**config.mk**
```make
export PLATFORM = sky130hd
export DESIGN_NAME = seg_scan_ctrl
export DESIGN_NICKNAME = d
export VERILOG_FILES = /design/src/rtl/seg_scan_ctrl.sv
export SDC_FILE = /design/constraint.sdc
export NUM_CORES = 1
export LEC_CHECK = 0
export BUFFER_PORTS_ARGS = -buffer_cell sky130_fd_sc_hd__buf_2
export CORE_MARGIN = 2
export CORE_UTILIZATION = 51
export DETAILED_ROUTE_END_ITERATION = 6
export GPL_TIMING_DRIVEN = 1
export PLACE_DENSITY = 0.81
export SYNTH_ARGS = -nofsm -noshare
export SYNTH_HDL_FRONTEND = slang
export SYNTH_SLANG_ARGS = --single-unit
```
**constraint.sdc**
```tcl
create_clock -name clk_i -period 4.2 [get_ports clk_i]
set_clock_uncertainty 0.1 [all_clocks]
set_input_delay 0.63 -clock clk_i [delete_from_list [all_inputs] [get_ports clk_i]]
set_output_delay 0.63 -clock clk_i [all_outputs]
set_load 0.01 [all_outputs]
```
**src/rtl/seg_scan_ctrl.sv**
```systemverilog
// rtl/seg_scan_ctrl.sv - time-multiplexed 8-digit 7-segment scan controller
//
// Purpose: snapshots the digit nibbles, enables, decimal points and brightness
// once per frame, then drives one digit per slot. Each slot has a blank
// interval, an ON window of (b+1) brightness steps, and an OFF remainder.
//
// Ports:
//   clk_i          system clock
//   rst_ni         asynchronous active-low reset
//   seg_data_i     digit nibbles, [4i+3:4i] is digit i
//   data_en_i      per-digit enable
//   dp_en_i        per-digit decimal point
//   brightness_i   on-time in steps minus 1
//   seg_out_o      active-low segments, bit0=a .. bit6=g, bit7=dp
//   dig_sel_o      active-low digit select
//   frame_start_o  one-cycle pulse on the first cycle of slot 0
module seg_scan_ctrl #(
  parameter int unsigned BLANK_CYCLES = 120,
  parameter int unsigned STEP_CYCLES  = 742
) (
  input  logic        clk_i,
  input  logic        rst_ni,
  input  logic [31:0] seg_data_i,
  input  logic [7:0]  data_en_i,
  input  logic [7:0]  dp_en_i,
  input  logic [3:0]  brightness_i,
  output logic [7:0]  seg_out_o,
  output logic [7:0]  dig_sel_o,
  output logic        frame_start_o
);

  localparam int unsigned CMAX = (BLANK_CYCLES > STEP_CYCLES) ? BLANK_CYCLES : STEP_CYCLES;
  localparam int unsigned CW   = (CMAX > 1) ? $clog2(CMAX) : 1;

  typedef enum logic [1:0] {S_LOAD, S_BLANK, S_ON, S_OFF} state_e;

  state_e        state_q, state_d;
  logic [CW-1:0] cyc_q, cyc_d;
  logic [3:0]    step_q, step_d;
  logic [2:0]    digit_q, digit_d;
  logic [31:0]   sd_q;
  logic [7:0]    en_q, dp_q;
  logic [3:0]    br_q;
  logic [7:0]    seg_q, seg_d, dig_q, dig_d;
  logic          fs_q;
  logic          load, slot_end;

  function automatic logic [6:0] hex7(input logic [3:0] n);
    case (n)
      4'h0: hex7 = 7'h40;  4'h1: hex7 = 7'h79;  4'h2: hex7 = 7'h24;  4'h3: hex7 = 7'h30;
      4'h4: hex7 = 7'h19;  4'h5: hex7 = 7'h12;  4'h6: hex7 = 7'h02;  4'h7: hex7 = 7'h78;
      4'h8: hex7 = 7'h00;  4'h9: hex7 = 7'h10;  4'hA: hex7 = 7'h08;  4'hB: hex7 = 7'h03;
      4'hC: hex7 = 7'h46;  4'hD: hex7 = 7'h21;  4'hE: hex7 = 7'h06;  default: hex7 = 7'h0E;
    endcase
  endfunction

  always_comb begin
    state_d  = state_q;
    cyc_d    = cyc_q;
    step_d   = step_q;
    digit_d  = digit_q;
    load     = 1'b0;
    slot_end = 1'b0;
    case (state_q)
      S_LOAD: begin
        state_d = S_BLANK;
        cyc_d   = '0;
        step_d  = '0;
        digit_d = '0;
        load    = 1'b1;
      end
      S_BLANK: begin
        if (cyc_q == CW'(BLANK_CYCLES - 1)) begin
          state_d = S_ON;
          cyc_d   = '0;
          step_d  = '0;
        end else begin
          cyc_d = cyc_q + CW'(1);
        end
      end
      S_ON: begin
        if (cyc_q == CW'(STEP_CYCLES - 1)) begin
          cyc_d = '0;
          if (step_q == 4'hF) begin
            // Full brightness: no OFF interval, go straight to the next slot.
            slot_end = 1'b1;
          end else begin
            step_d = step_q + 4'd1;
            if (step_q == br_q) state_d = S_OFF;
          end
        end else begin
          cyc_d = cyc_q + CW'(1);
        end
      end
      default: begin
        if (cyc_q == CW'(STEP_CYCLES - 1)) begin
          cyc_d = '0;
          if (step_q == 4'hF) slot_end = 1'b1;
          else                step_d   = step_q + 4'd1;
        end else begin
          cyc_d = cyc_q + CW'(1);
        end
      end
    endcase

    if (slot_end) begin
      state_d = S_BLANK;
      cyc_d   = '0;
      step_d  = '0;
      digit_d = digit_q + 3'd1;
      load    = (digit_q == 3'd7);
    end

    // Outputs are registered from the next state so they line up with it.
    seg_d = 8'hFF;
    dig_d = 8'hFF;
    if (state_d == S_ON && en_q[digit_d]) begin
      dig_d = ~(8'h01 << digit_d);
      seg_d = {~dp_q[digit_d], hex7(sd_q[4*digit_d +: 4])};
    end
  end

  always_ff @(posedge clk_i or negedge rst_ni) begin
    if (!rst_ni) begin
      state_q <= S_LOAD;
      cyc_q   <= '0;
      step_q  <= '0;
      digit_q <= '0;
      sd_q    <= '0;
      en_q    <= '0;
      dp_q    <= '0;
      br_q    <= '0;
      seg_q   <= 8'hFF;
      dig_q   <= 8'hFF;
      fs_q    <= 1'b0;
    end else begin
      state_q <= state_d;
      cyc_q   <= cyc_d;
      step_q  <= step_d;
      digit_q <= digit_d;
      seg_q   <= seg_d;
      dig_q   <= dig_d;
      fs_q    <= load;
      if (load) begin
        sd_q <= seg_data_i;
        en_q <= data_en_i;
        dp_q <= dp_en_i;
        br_q <= brightness_i;
      end
    end
  end

  assign seg_out_o     = seg_q;
  assign dig_sel_o     = dig_q;
  assign frame_start_o = fs_q;

endmodule

```
==> impl_metrics.yaml, run 1 <==
clocking:
  clock_tree.root_cell: "clkbuf_8"
  cts_hold_buf: 0
  worstSkewPairLatency_ns: 0.36
  post-cts-setup-buffers: 0
  cts.sinks: 88
  cts_resized: 0
  htreeDepth: 3
  cts_tree: "done"
  cts_buffer_depth: 2
  clkTransAtPathRegs_ns: 0.09
  numCtsBuffers: 9
detailed_routing:
  viasPerCell: 5.74
  via_count: 3283
  wirelength_um: 9790
  routedWlPerCell_um: 17.1
  drtPass1Iterations: 5
  drt_iter0_markers: 165
  final_antenna_net_count: 0
  drc: 0
timing:
  worst_pin_slew_ns: 1.05
  max_clock_freq_mhz: 255
  finalSetupViolations: 0
  finalCritPeriodShare_pct: 93.5
  slew_headroom_pct: 30.2
  fin_crit_ns: 3.93
  drv_slew: 0
  hold_violations: 0
  rsz0062_at_grt: "false"
  setup-tns-final_ns: 0
worst_setup_path:
  worst-setup-path-type: "reg2reg"
  slowest_stage: "a21oi_1"
  crit_path_max_fanout: 20
  critPathLaunchType: "flip-flop"
  crit_family: "compound AO/OA/AOI/OAI gates"
  cp_common_cell: "ha_1"
  crit_chain: "ha_1 -> nand4_2 -> nor4_4 -> buf_4 -> mux2_4 -> nand2_1 -> o221a_2 -> a21oi_1 -> inv_2 -> ha_1 -> and3_4 -> a2111oi_2 -> a31oi_1"
  crit_arrival_ns: 4.08
  cp_num_buf_inv: 2
  critPathCaptureType: "flip-flop"
  crit_required_ns: 4.36
  r2r_slack_ns: 0.27
  slowest_delay_ns: 0.46
layout:
  utilization_pct: 60.3
  drive_gt1_share_pct: 40.1
  fin_cells: 572
  fillers: 690
  seq_area_um2: 2220
  n_antenna_cell: 0
  syn_to_final_growth_pct: 14.3
  nets: 525
  multi_input_area_um2: 2230
synthesis:
  async_reset_ff_share_pct: 100
  synth_nets: 454
  synth.top_cell.area_share_pct: 39.2
  syn_inst: 388
  yosysMostFrequentCell: "dfrtp_1"
  synth_flop_cell: "dfrtp_1"
  synth_common_cells: "72 x dfrtp_1, 54 x mux2_2, 33 x nand2_1, 20 x nor2_1, 19 x mux2i_1"
  ys_types: 67
  ys_seq_elements: 88
  synth_edf_count: 0
  synth_area_leader_cell: "dfrtp_1"
  synth.area.top_cells: "dfrtp_1 39%, mux2_2 13%, dfstp_2 9.1%"
  ys_warn_count: 0
  synth_area_per_cell_um2: 11.9
  synth.cell_area_um2: 4600
  synth-seq-area-share_pct: 48.3
run:
  drv_cap: 0
grt:
  grt_usage_pct: 20.9
  grt_first_pass_wirelength_um: 16200
  grt_max_degree: 89
  antenna_found_initial: 0
  first_global_vias: 3250
  grt_overflow_total: 0
power_and_ir_drop:
  clkPwrFrac_pct: 36.9
  total_power_uw: 1580
  seqPwrFrac_pct: 56.4
  p_leak_uw: 0.00227
  p_switching_uw: 363
  p_per_area_nw_per_um2: 301
  swShare_pct: 22.9
  power_frac_comb_pct: 6.6
  ir_drop_uv: 180
  p_int_uw: 1220
place:
  port_buffers: 70
  gp_congestion: 0.927
  dp.cells: 556
  place_hpwl_um: 7160
hold_path:
  hold_class: "in2async"
floorplanning:
  die_h_um: 99.0
  start_util_pct: 52.8
  die_x_um: 99.0
  ioPinCount: 71
  dieArea_um2: 9800
  rows: 34
  core_area_um2: 8720
run_status:
  status: "complete, no violations"
-- state kept, by name, indices dropped and copies added, names as in the netlist --
signal	cells
sd_q	32
dp_q	8
digit_q	3
en_q	8
dig_sel_o	8
seg_out_o	8
br_q	4
cyc_q	10
frame_start_o	1
step_q	4
state_q	2
-- worst paths after layout --
check | from | endpoint | cells after the start
setup / recovery | step_q[0] | seg_out_o[3] | 13
hold / removal | rst_ni | frame_start_o | 1
setup reg to reg | step_q[0] | seg_out_o[3] | 13
hold reg to reg | sd_q[27] | sd_q[27] | 1
max in group asynchronous | rst_ni | en_q[6] | 1
min in group clk_i | seg_data_i[5] | sd_q[5] | 2
-- per-layer routing --
| layer | vias up | share of wire, % | global-route usage (%) |
|---|---|---|---|
| met5 | - | 0 | 0 |
| met4 | 0 | 2.2 | 8.64 |
| met3 | 21 | 4.6 | 2.91 |
| met2 | 104 | 47 | 32.7 |
| met1 | 1600 | 46 | 29.3 |
| li1 | 1558 | - | - |
-- cell families (layout without fill, tap and decap cells) --
| kind of cell | Yosys count | count (layout) | share of synthesized area [%] |
|---|---|---|---|
| and+or+nand+nor | 109 | 109 | 12.6 |
| AOI/OAI and AO/OA | 60 | 60 | 11.8 |
| buffers and inverters | 31 | 107 | 3.43 |
| muxes | 76 | 76 | 18.4 |
| adders and majority gates | 12 | 12 | 3.26 |
| DFF | 88 | 88 | 48.3 |
| xor gates and xnor gates | 12 | 12 | 2.28 |
-- cell type report --
type                    instances  share of cell area (%)
clock buffers                  12                    2.76
clock inverters                 4                    1.02
inverters                      13                    1.07
multi-input cells             269                    42.5
flip-flops and latches         88                    42.3
well taps                     108                    2.57
repair buffers                 78                    7.85
-- power groups by stage --
stage	Combinational, uW	Sequential, uW	Clock [uW]
2_1_floorplan	56.2	900	0
3_3_place_gp	102	906	0
3_5_place_dp	106	908	0
4_1_cts	106	892	600
5_1_grt	118	895	635
6_report	105	892	584
-- per-stage QoR --
stage	setup slack [ns]	instance area, um2	hold slack, ns
6_report	0.274	5260	0.368
2_1_floorplan	0.772	4600	0.234
4_1_cts	0.313	5260	0.384
3_5_place_dp	0.335	5060	0.397
5_1_grt	0.0315	5260	0.390
3_3_place_gp	0.590	5060	0.393
-- placed cells by master, fill, tap and decap left out, types with 2 or more instances in the layout --
cell / n
a2111oi_4: 2
inv_1: 9
xor2_1: 11
a211oi_1: 6
nand2_1: 33
nand2b_1: 6
clkinvlp_4: 2
o311ai_4: 2
nor3b_1: 2
o31ai_1: 4
nor2_2: 2
and2_1: 2
inv_2: 2
nor3_1: 6
or2_1: 2
nand3_1: 11
o221a_2: 2
dfrtp_1: 72
buf_2: 69
clkbuf_1: 2
nand4_1: 3
a311oi_1: 2
nand4b_1: 3
mux2_2: 54
clkbuf_8: 10
o21ai_1: 3
nor2_1: 20
ha_1: 12
clkinv_4: 2
nor2b_1: 2
o221ai_1: 3
o21a_1: 3
mux2i_1: 19
nor4b_1: 3
buf_4: 9
dfstp_2: 16
a21oi_1: 7
and3_1: 7
o21ai_0: 7
o211ai_1: 3
Power figures use the tool's default switching activity.
==> run 2, diff against run 1 <==
Settings changed: ABC_AREA from default to 1, CELL_PAD_IN_SITES_DETAIL_PLACEMENT from default to 0, CELL_PAD_IN_SITES_GLOBAL_PLACEMENT from default to 1, CORE_UTILIZATION 51 to 42, PLACE_DENSITY 0.81 to default, PLACE_DENSITY_LB_ADDON from default to 0.2.
==> run 2 against run 1 <==
Flip-flop and latch count unchanged. Final cell count up 27%. Combinational power up 4%. Die area up 17%. Clock-buffer cell count down 2. Highest routed layer unchanged. Maximum frequency up 21%. Largest cell class is now flip-flops and latches. Sequential share of layout area up 1.3 points. Critical path type unchanged. Clock power down 3%.
==> impl_metrics.yaml, run 2 <==
timing:
  max_clock_freq_mhz: 309
  rsz0062_at_grt: "false"
  finalCritPeriodShare_pct: 77.0
  drv_slew: 0
  finalSetupViolations: 0
  worst_pin_slew_ns: 0.875
  hold_violations: 0
  fin_crit_ns: 3.24
  slew_headroom_pct: 41.7
  setup-tns-final_ns: 0
clocking:
  cts_resized: 0
  worstSkewPairLatency_ns: 0.37
  cts_tree: "done"
  numCtsBuffers: 9
  cts_buffer_depth: 2
  clock_tree.root_cell: "clkbuf_8"
  cts_hold_buf: 0
  post-cts-setup-buffers: 0
  htreeDepth: 3
  cts.sinks: 88
  clkTransAtPathRegs_ns: 0.09
synthesis:
  ys_types: 38
  synth.cell_area_um2: 4450
  ys_warn_count: 0
  synth_nets: 583
  synth.top_cell.area_share_pct: 40.5
  yosysMostFrequentCell: "nand2_1"
  synth_flop_cell: "dfrtp_1"
  synth_area_leader_cell: "dfrtp_1"
  synth_area_per_cell_um2: 8.60
  synth.area.top_cells: "dfrtp_1 41%, nand2_1 12%, dfstp_2 9.5%"
  synth_edf_count: 0
  async_reset_ff_share_pct: 100
  ys_seq_elements: 88
  synth_common_cells: "146 x nand2_1, 72 x dfrtp_1, 63 x inv_1, 52 x nand3_1, 43 x o21ai_0"
  syn_inst: 517
  synth-seq-area-share_pct: 50.0
detailed_routing:
  final_antenna_net_count: 0
  drc: 0
  via_count: 3478
  drt_iter0_markers: 115
  drtPass1Iterations: 4
  routedWlPerCell_um: 13.1
  wirelength_um: 9510
  viasPerCell: 4.80
grt:
  grt_max_degree: 72
  grt_usage_pct: 18.1
  first_global_vias: 3431
  grt_first_pass_wirelength_um: 16300
  grt_overflow_total: 0
  antenna_found_initial: 0
layout:
  nets: 649
  syn_to_final_growth_pct: 14.6
  utilization_pct: 49.4
  top_regs: "sd_q x32, cyc_q x10"
  fillers: 1048
  seq_area_um2: 2220
  most-common-layout-cells: "145 x nand2_1, 72 x dfrtp_1, 69 x buf_2"
  largest_reg_flops: 32
  multi_input_area_um2: 1870
  n_antenna_cell: 0
  largest-register: "sd_q"
  drive_gt1_share_pct: 25.2
  layout_commonest_cell: "nand2_1"
worst_setup_path:
  r2r_slack_ns: 0.96
  crit_required_ns: 4.38
  critPathLaunchType: "flip-flop"
  worst-setup-path-type: "reg2reg"
  crit_path_max_fanout: 31
  crit_arrival_ns: 3.42
  critPathCaptureType: "flip-flop"
power_and_ir_drop:
  p_per_area_nw_per_um2: 306
  ir_drop_uv: 187
  p_leak_uw: 0.00249
run_status:
  status: "complete, no violations"
floorplanning:
  die_h_um: 107
  start_util_pct: 43.1
  core_area_um2: 10300
  ioPinCount: 71
  dieArea_um2: 11400
  die_x_um: 107
  rows: 37
place:
  place_hpwl_um: 7040
  gp_congestion: 0.813
  port_buffers: 70
run:
  drv_cap: 0
hold_path:
  hold_class: "in2async"
[run 2: metrics by stage]
stage               power [uW]  hold WS, ns  instances  area [um2]  worst slack [ns]
finish                    1560        0.265        724        5100             0.964
global placement          1010        0.380        708        4910              1.15
global route              1640        0.329        724        5100             0.605
CTS                       1580        0.316        724        5100             0.969
floorplan                  950        0.234        517        4450              1.67
detailed placement        1010        0.394        708        4910             0.988
[run 2: area by class of cell]
cell class | instances | share of cell area [%]
flip-flops and latches | 88 | 43.6
multi-input cells | 343 | 36.7
repair buffers | 74 | 7.76
inverters | 67 | 4.93
well taps | 136 | 3.34
clock buffers | 10 | 2.92
clock inverters | 6 | 0.786
[run 2: metal layers]
layer,GRT usage [%],up-vias,wire length (um)
met5,0,-,0
met4,6.22,0,171
met3,4.32,17,486
met2,27.8,80,4190
li1,-,1777,-
met1,25.2,1604,4650
[run 2: logic make-up after synthesis]
logic type	count (synthesis)	synth area share, %
xor gates and xnor gates	8	1.58
DFF	88	50.0
and+or+nand+nor	246	25.0
buffers and inverters	86	8.10
muxes	20	5.06
adders and majority gates	12	3.38
AOI/OAI and AO/OA	57	6.89
[run 2: power breakdown]
part / switching [uW] / total, uW / internal, uW
logic: 62.9 / 109 / 46.0
registers: 9.89 / 882 / 872
clock network: 314 / 566 / 252
[run 2: critical path, cell delays in order (launching register included)]
cell and delay, ns:
dfrtp_1 0.42, ha_1 0.26, nand3_2 0.13, nor2_4 0.14, nand4_2 0.34, nand2_2 0.55, nand2_1 0.13, o211ai_2 0.10
nand3_1 0.08, nand2_1 0.22, inv_1 0.13, ha_1 0.23, inv_1 0.05, nand3_1 0.08, nand3_1 0.10, nand3_1 0.08
[run 2: final timing paths]
| path | startpoint | endpoint | depth (start not counted) |
|---|---|---|---|
| max in group asynchronous | rst_ni | seg_out_o[4] | 2 |
| hold / removal | rst_ni | cyc_q[6] | 1 |
| setup / recovery | step_q[1] | seg_out_o[0] | 15 |
| hold reg to reg | cyc_q[0] | cyc_q[0] | 1 |
| min in group clk_i | seg_data_i[23] | sd_q[23] | 3 |
| setup reg to reg | step_q[1] | seg_out_o[0] | 15 |
